## src/rtl/dm_access_ctrl.sv

```systemverilog
// Data-memory access sequencer for the MEM stage: drives a req/ack memory port,
// stalls the front of the pipeline until completion and flags bus timeouts.
module dm_access_ctrl #(
    parameter int          TIMEOUT  = 15,
    parameter logic [31:0] ERR_DATA = 32'h0000_0000
) (
    input  logic        clk,
    input  logic        rst_n,
    input  logic        MEM_RD_EN,
    input  logic        MEM_WR_EN,
    input  logic [31:0] MEM_ADDR,
    input  logic [31:0] MEM_WDATA,
    output logic        dm_req,
    output logic        dm_we,
    output logic [31:0] dm_addr,
    output logic [31:0] dm_wdata,
    input  logic        dm_ack,
    input  logic [31:0] dm_rdata,
    output logic [31:0] MEM_DM_Q,
    output logic        stall,
    output logic        bus_err,
    output logic [31:0] err_addr,
    input  logic        err_clr,
    output logic [1:0]  fsm_state
);

    // Handshake: dm_req rises on entry to WAIT and stays high, with dm_we/dm_addr/
    // dm_wdata frozen, until the single-cycle dm_ack or the timeout drops it.
    typedef enum logic [1:0] {
        S_IDLE = 2'd0,
        S_WAIT = 2'd1,
        S_DONE = 2'd2
    } state_t;

    state_t     state;
    logic [7:0] cnt;
    logic       access;
    logic       timeout_hit;

    assign access      = MEM_RD_EN | MEM_WR_EN;
    assign timeout_hit = (cnt == 8'(TIMEOUT - 1));
    assign stall       = (state == S_WAIT) || ((state == S_IDLE) && access);
    assign fsm_state   = state;

    always_ff @(posedge clk or negedge rst_n) begin
        if (!rst_n) begin
            state    <= S_IDLE;
            cnt      <= 8'd0;
            dm_req   <= 1'b0;
            dm_we    <= 1'b0;
            dm_addr  <= 32'd0;
            dm_wdata <= 32'd0;
            MEM_DM_Q <= 32'd0;
            bus_err  <= 1'b0;
            err_addr <= 32'd0;
        end else begin
            if (err_clr) begin
                bus_err  <= 1'b0;
                err_addr <= 32'd0;
            end
            case (state)
                S_IDLE: begin
                    if (access) begin
                        dm_addr  <= MEM_ADDR;
                        dm_wdata <= MEM_WDATA;
                        dm_we    <= MEM_WR_EN;
                        dm_req   <= 1'b1;
                        cnt      <= 8'd0;
                        state    <= S_WAIT;
                    end
                end
                S_WAIT: begin
                    if (dm_ack) begin
                        dm_req <= 1'b0;
                        if (!dm_we) MEM_DM_Q <= dm_rdata;
                        state <= S_DONE;
                    end else if (timeout_hit) begin
                        dm_req <= 1'b0;
                        if (!dm_we) MEM_DM_Q <= ERR_DATA;
                        // Keep the first error, but a fresh one overrides a same-cycle clear.
                        if (!bus_err || err_clr) begin
                            bus_err  <= 1'b1;
                            err_addr <= dm_addr;
                        end
                        state <= S_DONE;
                    end else begin
                        cnt <= cnt + 8'd1;
                    end
                end
                S_DONE: begin
                    state <= S_IDLE;
                end
                default: begin
                    state <= S_IDLE;
                end
            endcase
        end
    end

endmodule

```

## config.mk

```make
export PLATFORM = sky130hd
export DESIGN_NAME = dm_access_ctrl
export DESIGN_NICKNAME = d
export VERILOG_FILES = /design/src/rtl/dm_access_ctrl.sv
export SDC_FILE = /design/constraint.sdc
export NUM_CORES = 1
export LEC_CHECK = 0
export ABC_AREA = 1
export BUFFER_PORTS_ARGS = -buffer_cell sky130_fd_sc_hd__buf_2
export CAP_MARGIN = 5
export CORE_MARGIN = 2
export CORE_UTILIZATION = 40
export CTS_CLUSTER_DIAMETER = 150
export DETAILED_ROUTE_END_ITERATION = 10
export GPL_ROUTABILITY_DRIVEN = 0
export PLACE_DENSITY = 0.67
export SKIP_LAST_GASP = 1
export SLEW_MARGIN = 10
export SYNTH_ARGS = -nofsm -noshare
export SYNTH_HDL_FRONTEND = slang
export SYNTH_SLANG_ARGS = --single-unit
```

## constraint.sdc

```tcl
create_clock -name clk -period 4.19 [get_ports clk]
set_clock_uncertainty 0.2 [all_clocks]
set_input_delay 0.6285 -clock clk [delete_from_list [all_inputs] [get_ports clk]]
set_output_delay 0.6285 -clock clk [all_outputs]
set_load 0.01 [all_outputs]
```

==> Word level (Yosys, flattened, before mapping) <==
Cells that the tools add are included.
{ "word_totals": {"regBits": 141, "inputBits": 102, "wordCells": 57} }
{ "op_classes": {"bitwise": 1, "n_mux": 26, "reduce_logical": 12, "eq_ne": 8, "addsub": 1} }
{ "ops": {"columns": ["operator", "count"], "rows": [
  ["32-bit two-way mux", 9],
  ["8-bit two-way mux", 3],
  ["8-bit case mux with 2 select lines", 1],
  ["2-bit != test, second input constant", 5],
  ["8-bit by 1-bit adder with 8-bit output, second input constant", 1],
  ["8-bit by 4-bit equality test with 1-bit output, second input constant", 1],
  ["1-bit two-way mux", 8],
  ["4-bit AND reduction", 2],
  ["2-bit two-way mux", 3],
  ["2-bit case mux with 2 select lines", 1],
  ["2-bit AND reduction", 2],
  ["2-bit nonzero test", 2],
  ["3-bit != test, second input constant", 1],
  ["3-bit AND reduction", 1],
  ["2-bit by 1-bit equality test with 1-bit output, second input constant", 1],
  ["2-bit logical NOT", 1],
  ["1-bit logical OR", 2],
  ["1-bit case mux with 2 select lines", 1],
  ["1-bit logical AND", 1],
  ["1-bit logical NOT", 1],
  ["1-bit bitwise OR", 1]
]} }

==> Longest topological paths before layout <==
Gate-level depths: netlist (run 1).
{ "depth": {"ltp_word": 6, "depth_mapped": 10, "depth_no_buf": 9} }

==> Least setup slack after synthesis (run 1) <==
Ideal clock, no wire load.
{ "synth_path": {"kind": "in2out", "start": "in MEM_WR_EN", "end": "out stall", "slack_ns": 2.340, "arrival_ns": 1.022, "path_stages": 2, "cell_sequence": "o21ai_2 -> nand2_1"} }
{ "synth_via": {"elab_chain_len": 3} }
{ "synth_rtl": {"columns": ["element", "line", "rtl"], "rows": [
  ["start: declaration", "10", "input logic MEM_WR_EN,"],
  ["1-bit bitwise OR", "40", "assign access = MEM_RD_EN | MEM_WR_EN;"],
  ["1-bit logical AND", "42", "assign stall = (state == S_WAIT) || ((state == S_IDLE) && access);"],
  ["1-bit logical OR", "42", null],
  ["end: declaration", "20", "output logic stall,"]
]} }
Every way passes these cells.

==> Worst setup path in the final report (run 1) <==
{ "layout_path": {"start": "reg state[0], in the netlist fsm_state[0]", "end": "out stall"} }
{ "layout_via": {"elab_chain_len": 3, "word_cells_on_any_way": 4, "classes_between": "eq/ne (1); reduce/logical (3)"} }
{ "layout_rtl": {"columns": ["element", "line", "rtl"], "rows": [
  ["start: declaration", "35", "state_t state;"],
  ["start signal: assignment", "47", "state <= S_IDLE;"],
  ["start signal: assignment", "69", "state <= S_WAIT;"],
  ["start signal: assignment", "76", "state <= S_DONE;"],
  ["2-bit logical NOT", "42", null],
  ["1-bit logical AND", "42", null],
  ["1-bit logical OR *", "42", null]
]} }
Every way passes the cells marked *; elsewhere a longest branch is shown, timed or not.

==> results of run 1 <==
cells in the mapped netlist, types with 2 or more instances:
cell type  number
buf_4           6
xor2_1          3
buf_6           9
buf_2           8
nor2_1         15
nand3_1        15
nand2_1       253
o21ai_2        33
ha_1            2
clkbuf_1       16
inv_1          74
dfrtp_1       141
nand4_1        33
nand3_4         2
nand3_2        30
inv_2           2
nand2_2         2
o21ai_0        33
per-stage QoR:
step / utilization / setup WS, ns / cell area (um^2)
floorplan: - / 2.34 / 6260
global placement: 0.493 / 1.52 / 7530
detailed placement: 0.493 / 1.49 / 7530
CTS: 0.534 / 1.63 / 8140
global route: 0.534 / 1.51 / 8150
finish: 0.534 / 1.66 / 8150
flip-flops by register name (all words and copies together), names as in the netlist:
| signal | cells |
|---|---|
| MEM_DM_Q | 32 |
| dm_addr | 32 |
| dm_wdata | 32 |
| err_addr | 32 |
| cnt | 8 |
| fsm_state | 2 |
| bus_err | 1 |
| dm_req | 1 |
| dm_we | 1 |
kinds of logic (layout without fill, tap and decap cells):
family                   Yosys count  after routing
flip-flops                       141            141
AND/OR/NAND/NOR                  355            355
AO/OA/AOI/OAI                     67             67
buffers and inverters            116            350
XOR/XNOR                           3              3
adder cells (fa/ha/maj)            2              2
other                              0              1
critical path, delay by kind of cell, from the launching register on:
| family | cells | cell delay (ns) |
|---|---|---|
| buffers and inverters | 2 | 0.44 |
| and+or+nand+nor | 2 | 0.37 |
| DFF | 1 | 0.40 |
| AOI/OAI and AO/OA | 1 | 0.10 |
layout make-up:
type	instances	share of cell area
sequential	141	0.433
multi-input combinational	427	0.270
timing repair buffer	242	0.153
clock buffer	19	0.0544
inverter	77	0.0355
tap	211	0.0324
clock inverter	12	0.0209
antenna	1	0.000307
how the worst max path moves through the flow:
stage	start	to	slack, ns	depth (start not counted)
finish	fsm_state[0]$_DFFE_PN0P_	stall	1.66	5
global route	fsm_state[0]$_DFFE_PN0P_	dm_addr[9]$_DFFE_PN0P_	1.51	6
CTS	fsm_state[0]$_DFFE_PN0P_	stall	1.63	5
detailed placement	dm_ack	err_addr[15]$_DFF_PN0_	1.49	6
global placement	dm_ack	err_addr[19]$_DFF_PN0_	1.52	6
floorplan	MEM_WR_EN	stall	2.34	2
per-layer routing:
layer,GRT usage,up-vias,wire length [um]
li1,-,2595,-
met1,0.237,2415,6720
met2,0.287,160,7100
met3,0.0533,16,907
met4,0.0691,0,221
met5,0,-,0
power breakdown:
group          internal, mW  total, mW  leakage, nW  switching [mW]
clock                  1.00       1.55        0.302           0.548
combinational         0.580       1.73         2.53            1.15
sequential             1.80       2.02         1.83           0.226
total                  3.38       5.30         4.66            1.92
==> out/results.txt, run 1 <==
Status: complete, no violations
Worst hold margin: 0.122 ns
Cts hold-fix bufs: 0
Slew HR: 0.387
Final std cells w/o fill: 1,130
Mapped Area: 0.00626 mm^2
Drt pass-1 iters: 5
Area Growth Syn to Fin: 30.2%
Total power: 5.30 mW
Flop2flop setup slack: 1.79 ns
Gate count of the mapped netlist: 684
Tmin final: 2.53 ns
IO Pins: 236
Synth top area share: 0.564
Post-Synth Simple-Gate Area: 0.268
HP Class: input pin to async pin
Worst flop-to-flop path endpoint: err_addr[15]$_DFF_PN0_
Final hold violations: 0
Initial antenna violation count: 1
Critical path type: register to output pin
Achievable frequency: 395 MHz
Post-synthesis mux area share: 0
H-tree depth: 4
Max-slew violation count: 0
Reg2Reg Depth: 8
Clock tree from TritonCTS: done
Cell variety after synth: 25
Yosys warns: 0
Critical Path AT: 1.70 ns
Max stage delay on crit path: 0.40 ns
CTS Root Buffer Type: clkbuf_16
Horiz. Die Dim: 129 um
Iteration-0 DRC count of the detailed router: 218
Worst VDD drop: 0.354 mV
Largest net degree at the start of global routing: 102
Clk_lat worst skew: 0.41 ns
Tcrit/Tclk final: 0.605
CP Capture Type: output pin
Type of origin of the critical path: register
Vias: 5,186
DPL Wire Length: 10,400 um
Cell Pwr Density: 651 mW/mm^2
Post-synth ARST share: 1.00
Adder-cell area share of the yosys netlist: 0.00400
Most frequent cells in the layout: nand2_1, buf_2, dfrtp_1
CTS Buf Count: 17
Synth area leaders: dfrtp_1, nand2_1, nand3_2, o21ai_2, inv_1
Tot GR Track Use: 0.181
Chip Height: 129 um
Via density: 4.59
Core area: 0.0153 mm^2
Setup bufs post-CTS: 0
Cells along the critical path: nor2_1, o21ai_4, buf_4, nand2_1, buf_2
Most common cell after layout, fill and taps aside: nand2_1
Worst EP required: 3.36 ns
Setup TNS: 0 ns
Max FO, Critical Path: 42
Sequential-to-total area share from yosys stat: 0.564
Row count: 45
FF+latch area: 0.00353 mm^2
Die area: 0.0167 mm^2
Post-Route WL: 14,900 um
Synth Area in XOR/XNOR: 0.00420
Placed cells: 1,098
Syn_nets: 788
Layout cells sized above 1: 0.376
Clock Pin Slew Worst Setup and Hold Paths: 0.06 ns
Largest family of logic cells by synthesized area: simple AND/OR/NAND/NOR gates
Final setup fails: 0
Fillcell total: 1,486
First-pass GRT wire length: 23,800 um
Total global routing overflow: 0
Multi-input gate area: 0.00220 mm^2
Vias in the first global route: 4,809
# resized after CTS: 0
Wire per inst: 13.2 um
Sink Count: 141
Max-cap violations: 0
Worst slew pin tran: 0.919 ns
Synth Register Bits: 141
DRT antenna net count: 0
Most used DFF post-synth: dfrtp_1
Net count, final: 1,010
Initial Utilization: 0.410
Synth Area per Inst: 9.15 um^2
Slowest cell on crit path: dfrtp_1
EDFF count, synth: 0
R2r startpoint: cnt[0]$_DFFE_PN0P_
Drc violations: 0
RSZ-0062 raised after global routing: false
Compound-gate portion of the synthesized area: 0.0740
Lkg Pwr: 4.66 nW
PortBufs: 235
Post-synth top area cell: dfrtp_1
Clk buf depth: 2
Power figures use the tool's default switching activity.
==> inputs of run 2 (changes only) <==
Settings changed: PLACE_DENSITY 0.67 to 0.7.
Clock period 4.19 ns to 2.25 ns, I/O delays scaled along.
==> out/results.txt, run 2 (synthesized netlist as in run 1, its figures left out) <==
GRT busiest layer: met2
Tcrit/Tclk final: 0.888
Slew HR: 0.657 (+0.270)
Setup TNS: 0 ns (unchanged)
Cell Pwr Density: 1150 mW/mm^2 (+77%)
Vias in the first global route: 5,465 (+14%)
Setup bufs post-CTS: 0 (unchanged)
Post-Route WL: 16,200 um (+8.2%)
Antenna diodes: 0 (-1)
Layout cells sized above 1: 0.354 (-0.0219)
Core area: 0.0153 mm^2 (unchanged)
Worst slew pin tran: 0.515 ns (-0.405 ns)
Max-cap violations: 0 (unchanged)
Met2 GRT Util: 0.320 (+0.0327)
Vias: 5,533 (+6.7%)
Most common cell after layout, fill and taps aside: nand2_1
DRT antenna net count: 0 (unchanged)
Met3 usage: 0.0508 (-0.00248)
DP Worst Slack: 0.253 ns (-1.24 ns)
Row count: 45 (unchanged)
Die area: 0.0167 mm^2 (unchanged)
Tot GR Track Use: 0.202 (+0.0206)
Area Growth Syn to Fin: 42.5%
Worst setup slack after layout: 0.252 ns (-1.41 ns)
Worst flop-to-flop path endpoint: MEM_DM_Q[0]$_DFFE_PN0P_
Wire per inst: 13.5 um (+1.9%)
Horiz. Die Dim: 129 um (unchanged)
Chip Height: 129 um (unchanged)
Max FO, Critical Path: 32 (-24%)
CP Capture Type: register
Grt met1 use: 0.260 (+0.0235)
# resized after CTS: 0 (unchanged)
Clk_lat worst skew: 0.42 ns (about the same)
Clk buf depth: 2 (unchanged)
Clock tree from TritonCTS: done
H-tree depth: 4 (unchanged)
CP Launch Point: cnt[0]$_DFFE_PN0P_
DPL Wire Length: 10,500 um (+0.52%)
Net count, final: 1,080 (+6.9%)
Worst EP required: 2.36 ns (-1.00 ns)
Fillcell total: 1,350 (-9.2%)
Hold wc startpoint: MEM_WR_EN
Final hold violations: 0 (unchanged)
Total global routing overflow: 0 (unchanged)
Slowest cell on crit path: dfrtp_1
Initial antenna violation count: 0 (-1)
CP top delay family: simple AND/OR/NAND/NOR gates
Achievable frequency: 500 MHz
Worst VDD drop: 0.545 mV (+54%)
Drc violations: 0 (unchanged)
Tmin final: 2.00 ns
Status: complete, no violations
Critical Path AT: 2.10 ns (+0.40 ns)
Critical path type: register to register
Most frequent cells in the layout: nand2_1, buf_2, dfrtp_1
Flop2flop setup slack: 0.25 ns (-1.54 ns)
Max stage delay on crit path: 0.41 ns (about the same)
RSZ-0062 raised after global routing: false
Sink Count: 141 (unchanged)
Largest net degree at the start of global routing: 65 (-36%)
CTS Buf Count: 17 (unchanged)
CTS Root Buffer Type: clkbuf_16
Lkg Pwr: 4.98 nW (+6.9%)
Cell count of the worst hold path: 3
Iteration-0 DRC count of the detailed router: 287 (+32%)
PortBufs: 235 (unchanged)
R2r startpoint: cnt[0]$_DFFE_PN0P_
First-pass GRT wire length: 26,400 um (+11%)
Clock Pin Slew Worst Setup and Hold Paths: 0.06 ns (about the same)
HP Class: input pin to register
Final setup fails: 0 (unchanged)
CP Buf/Inv Count: 2 (unchanged)
Hold EP: dm_we$_DFFE_PN0P_
IO Pins: 236 (unchanged)
Drt pass-1 iters: 4 (-1)
Max-slew violation count: 0 (unchanged)
Cells along the critical path: inv_1, ha_1, inv_1, nor2_1, nand3_2, nand2_4, nand3_4, nand2_1, nand2_1
Final Core Density: 0.584 (+0.0503)
Reg2Reg Depth: 9 (+1)
Total power: 10.2 mW (+93%)
Via density: 4.61 (+0.47%)
Cts hold-fix bufs: 65 (+65)
Initial Utilization: 0.410 (unchanged)
Type of origin of the critical path: register
[run 2: cell types whose count changed in the layout (fill, tap and decap cells not counted), sizes merged]
cell and change:
buf +5, clkbuf +4, clkinv -4, clkinvlp +1, diode -1, dlygate4sd3 +65
[run 2: how the worst max path moves through the flow]
stage | end | slack, ns | cells past startpoint
CTS | MEM_DM_Q[30]$_DFFE_PN0P_ | 0.24 | 9
global placement | MEM_DM_Q[22]$_DFFE_PN0P_ | 0.31 | 9
floorplan | err_addr[0]$_DFF_PN0_ | 0.62 | 8
global route | MEM_DM_Q[3]$_DFFE_PN0P_ | 0.03 | 9
finish | MEM_DM_Q[0]$_DFFE_PN0P_ | 0.25 | 9
detailed placement | MEM_DM_Q[0]$_DFFE_PN0P_ | 0.25 | 9
[run 2: cell type report]
| cell class | instances | area, um^2 | area share |
|---|---|---|---|
| Sequential cell | 141 | 3530 | 0.396 |
| Multi-Input combinational cell | 427 | 2200 | 0.247 |
| Timing Repair Buffer | 312 | 1990 | 0.223 |
| Clock buffer | 23 | 488 | 0.0547 |
| Inverter | 77 | 289 | 0.0324 |
| Tap cell | 211 | 264 | 0.0296 |
| Clock inverter | 9 | 158 | 0.0177 |
[run 2: per-layer routing]
| metal | vias to the layer above | part of all wire |
|---|---|---|
| met5 | - | 0 |
| met4 | 0 | 0.031 |
| met3 | 36 | 0.062 |
| met2 | 214 | 0.47 |
| met1 | 2549 | 0.43 |
| li1 | 2734 | - |
[run 2: tightest hold or removal path: cells and delay by family]
kind	cells	cell delay [ns]
AO/OA/AOI/OAI	1	0.07
buffers and inverters	1	0.13
AND/OR/NAND/NOR	1	0.06
[run 2: metrics by stage]
step | hold slack, ns | instances | cell area, um^2
global route | 0.0319 | 1200 | 8910
finish | 0.0168 | 1200 | 8910
global placement | 0.0917 | 1103 | 7620
CTS | 0.0113 | 1200 | 8910
floorplan | -0.158 | 684 | 6260
detailed placement | 0.0923 | 1103 | 7620
[run 2: report_power, final]
| part | switching [mW] | internal, mW | total, mW |
|---|---|---|---|
| clock network | 1.05 | 1.98 | 3.03 |
| logic | 2.20 | 1.23 | 3.43 |
| registers | 0.444 | 3.35 | 3.79 |
| total | 3.69 | 6.55 | 10.2 |
==> inputs of run 3 (changes only) <==
Settings changed: ABC_AREA 1 to unset, PLACE_DENSITY 0.7 to 0.72.
==> out/results.txt, run 3 <==
Status: complete, no violations
DPL Wire Length: 9850 um (-6.1%)
Worst setup slack after layout: 0.135 ns (-0.116 ns)
CP Depth: 6 (-3)
Post-synth ARST share: 1.00 (unchanged)
Drt pass-1 iters: 4 (unchanged)
CP Capture Point: err_addr[29]$_DFF_PN0_
Flop2flop setup slack: 0.14 ns (-0.12 ns)
Synth Area per Inst: 10.0 um^2 (+9.6%)
CP Buf/Inv Count: 2 (unchanged)
Iteration-0 DRC count of the detailed router: 305 (+6.3%)
Clk_lat worst skew: 0.42 ns (about the same)
Gate count of the mapped netlist: 551 (-19%)
Max stage delay on crit path: 0.50 ns (+0.09 ns)
CP Launch Point: cnt[0]$_DFFE_PN0P_
CTS Buf Count: 17 (unchanged)
Fillcell total: 1,044 (-23%)
Initial antenna violation count: 0 (unchanged)
EDFF count, synth: 0 (unchanged)
Row count: 42 (-6.7%)
Critical Path AT: 2.19 ns (+0.09 ns)
Yosys warns: 0 (unchanged)
Tmin final: 2.11 ns (+0.116 ns)
Clock tree from TritonCTS: done
Cell variety after synth: 35 (+40%)
Wire per inst: 15.3 um (+14%)
Most common cell after layout, fill and taps aside: buf_2
Synth top area share: 0.639 (+0.0748)
Tot GR Track Use: 0.233 (+0.0312)
Core area: 0.0133 mm^2 (-13%)
Most used DFF post-synth: dfrtp_1
Initial Utilization: 0.414 (+0.00377)
Total power: 10.8 mW (+5.4%)
Design area: 0.00866 mm^2 (-2.8%)
Max-slew violation count: 0 (unchanged)
CTS Root Buffer Type: clkbuf_16
Mapped Area: 0.00552 mm^2 (-12%)
Type of origin of the critical path: register
Tcrit/Tclk final: 0.940 (+0.0517)
Clk buf depth: 2 (unchanged)
Clock Pin Slew Worst Setup and Hold Paths: 0.06 ns (about the same)
Cell Pwr Density: 1250 mW/mm^2 (+8.5%)
Layout cells sized above 1: 0.319 (-0.0346)
Final setup fails: 0 (unchanged)
Top cells by instance count after synthesis: nand2_1, dfrtp_1, o21ai_0
IO Pins: 236 (unchanged)
Top-count cell post-synth: nand2_1
DP Worst Slack: 0.160 ns (-0.0929 ns)
Via density: 4.87 (+5.7%)
Achievable frequency: 473 MHz (-5.5%)
Vias in the first global route: 5,316 (-2.7%)
DRT antenna net count: 0 (unchanged)
Post-Route WL: 16,500 um (+2.3%)
Total global routing overflow: 0 (unchanged)
Largest net degree at the start of global routing: 65 (unchanged)
Area Growth Syn to Fin: 56.8%
Worst hold margin: 0.0274 ns (+0.0106 ns)
Net count, final: 993 (-8.1%)
Worst EP required: 2.33 ns (-0.03 ns)
H-tree depth: 4 (unchanged)
Synth Register Bits: 141 (unchanged)
Worst VDD drop: 0.673 mV (+23%)
Final hold violations: 0 (unchanged)
Die area: 0.0148 mm^2 (-11%)
Max FO, Critical Path: 64 (+100%)
Post-synth top area cell: dfrtp_1
PortBufs: 235 (unchanged)
CP Capture Type: register
RSZ-0062 raised after global routing: false
Max-cap violations: 0 (unchanged)
Critical path type: register to register
Horiz. Die Dim: 122 um (-5.9%)
Sequential-to-total area share from yosys stat: 0.639 (+0.0748)
Slew HR: 0.681 (+0.0235)
Synth area leaders: dfrtp_1, nand2_1, a22o_1, nand2b_1, o21ai_0
Cells along the critical path: inv_1, ha_1, or4b_4, nor4_4, buf_12, o21ai_0
First-pass GRT wire length: 26,400 um (about the same)
Slowest cell on crit path: or4b_4
Chip Height: 122 um (-5.9%)
Sink Count: 141 (unchanged)
CP top delay family: simple AND/OR/NAND/NOR gates
Vias: 5,259 (-5.0%)
Worst slew pin tran: 0.479 ns (-0.0353 ns)
Drc violations: 0 (unchanged)
Worst flop-to-flop path endpoint: err_addr[29]$_DFF_PN0_
Most frequent cells in the layout: buf_2, nand2_1, dfrtp_1
Syn_nets: 655 (-17%)
Placement Cell Area: 0.00699 mm^2 (-8.3%)
Lkg Pwr: 4.66 nW (-6.5%)
R2r startpoint: cnt[0]$_DFFE_PN0P_
Setup TNS: 0 ns (unchanged)
Reg2Reg Depth: 6 (-3)
HP Class: input pin to register
run 3: cell count changes in the layout (fill, tap and decap cells not counted), sizes merged, moves of 4 or more:
| cell | delta |
|---|---|
| a22o | +33 |
| and3 | +4 |
| buf | +4 |
| clkbuf | -5 |
| dlygate4sd3 | +33 |
| inv | -71 |
| nand2 | -30 |
| nand2b | +33 |
| nand3 | -41 |
| nand4 | -32 |
| nor2 | -11 |
| o21ai | -28 |
run 3: where the power goes:
part	internal (mW)	switching [mW]	leakage (nW)
registers	3.44	0.612	1.81
logic	1.49	2.01	2.51
clock network	2.20	1.07	0.338
total	7.12	3.68	4.66
run 3: how the worst min path moves through the flow:
stage	start	to	depth (start not counted)
6_report	dm_ack	fsm_state[1]$_DFFE_PN0P_	3
5_1_grt	dm_ack	fsm_state[1]$_DFFE_PN0P_	3
2_1_floorplan	rst_n	MEM_DM_Q[0]$_DFFE_PN0P_	0
3_3_place_gp	rst_n	dm_addr[13]$_DFFE_PN0P_	1
4_1_cts	dm_ack	fsm_state[1]$_DFFE_PN0P_	3
3_5_place_dp	rst_n	dm_addr[13]$_DFFE_PN0P_	1
run 3: cell type report:
class	count	area [um^2]	area share
flip-flops and latches	141	3530	0.407
diodes	1	2.50	0.000289
repair buffers	349	2330	0.269
clock buffers	18	429	0.0495
clock inverters	14	264	0.0305
multi-input cells	376	1870	0.216
well taps	176	220	0.0254
inverters	4	15.0	0.00173
run 3: what timing repair did:
item,in CTS,in global routing
buffers inserted,0,0
hold buffers,98,0
endpoints found under the hold margin,143,0
gates resized for setup,0,0
run 3: metal layers:
layer  up-vias  wire length (um)  track usage
met3        36              1200       0.0686
met5         -                 0            0
met2       221              7990        0.388
met4         0               422        0.104
li1       2481                 -            -
met1      2521              6920        0.281
run 3: kinds of logic after synthesis:
family / count (synthesis) / synth area share
and+or+nand+nor: 289 / 0.226
DFF: 141 / 0.639
AOI/OAI and AO/OA: 85 / 0.105
buffers and inverters: 34 / 0.0258
adders and majority gates: 2 / 0.00453
run 3: tightest hold or removal path: stages:
cell and delay, ns:
buf_2 0.12, nor2_1 0.07, nor2_1 0.07
run 3: per-stage QoR:
| step | util | std cells |
|---|---|---|
| floorplan | - | 551 |
| global placement | 0.523 | 948 |
| detailed placement | 0.523 | 948 |
| CTS | 0.649 | 1078 |
| global route | 0.649 | 1078 |
| finish | 0.649 | 1079 |
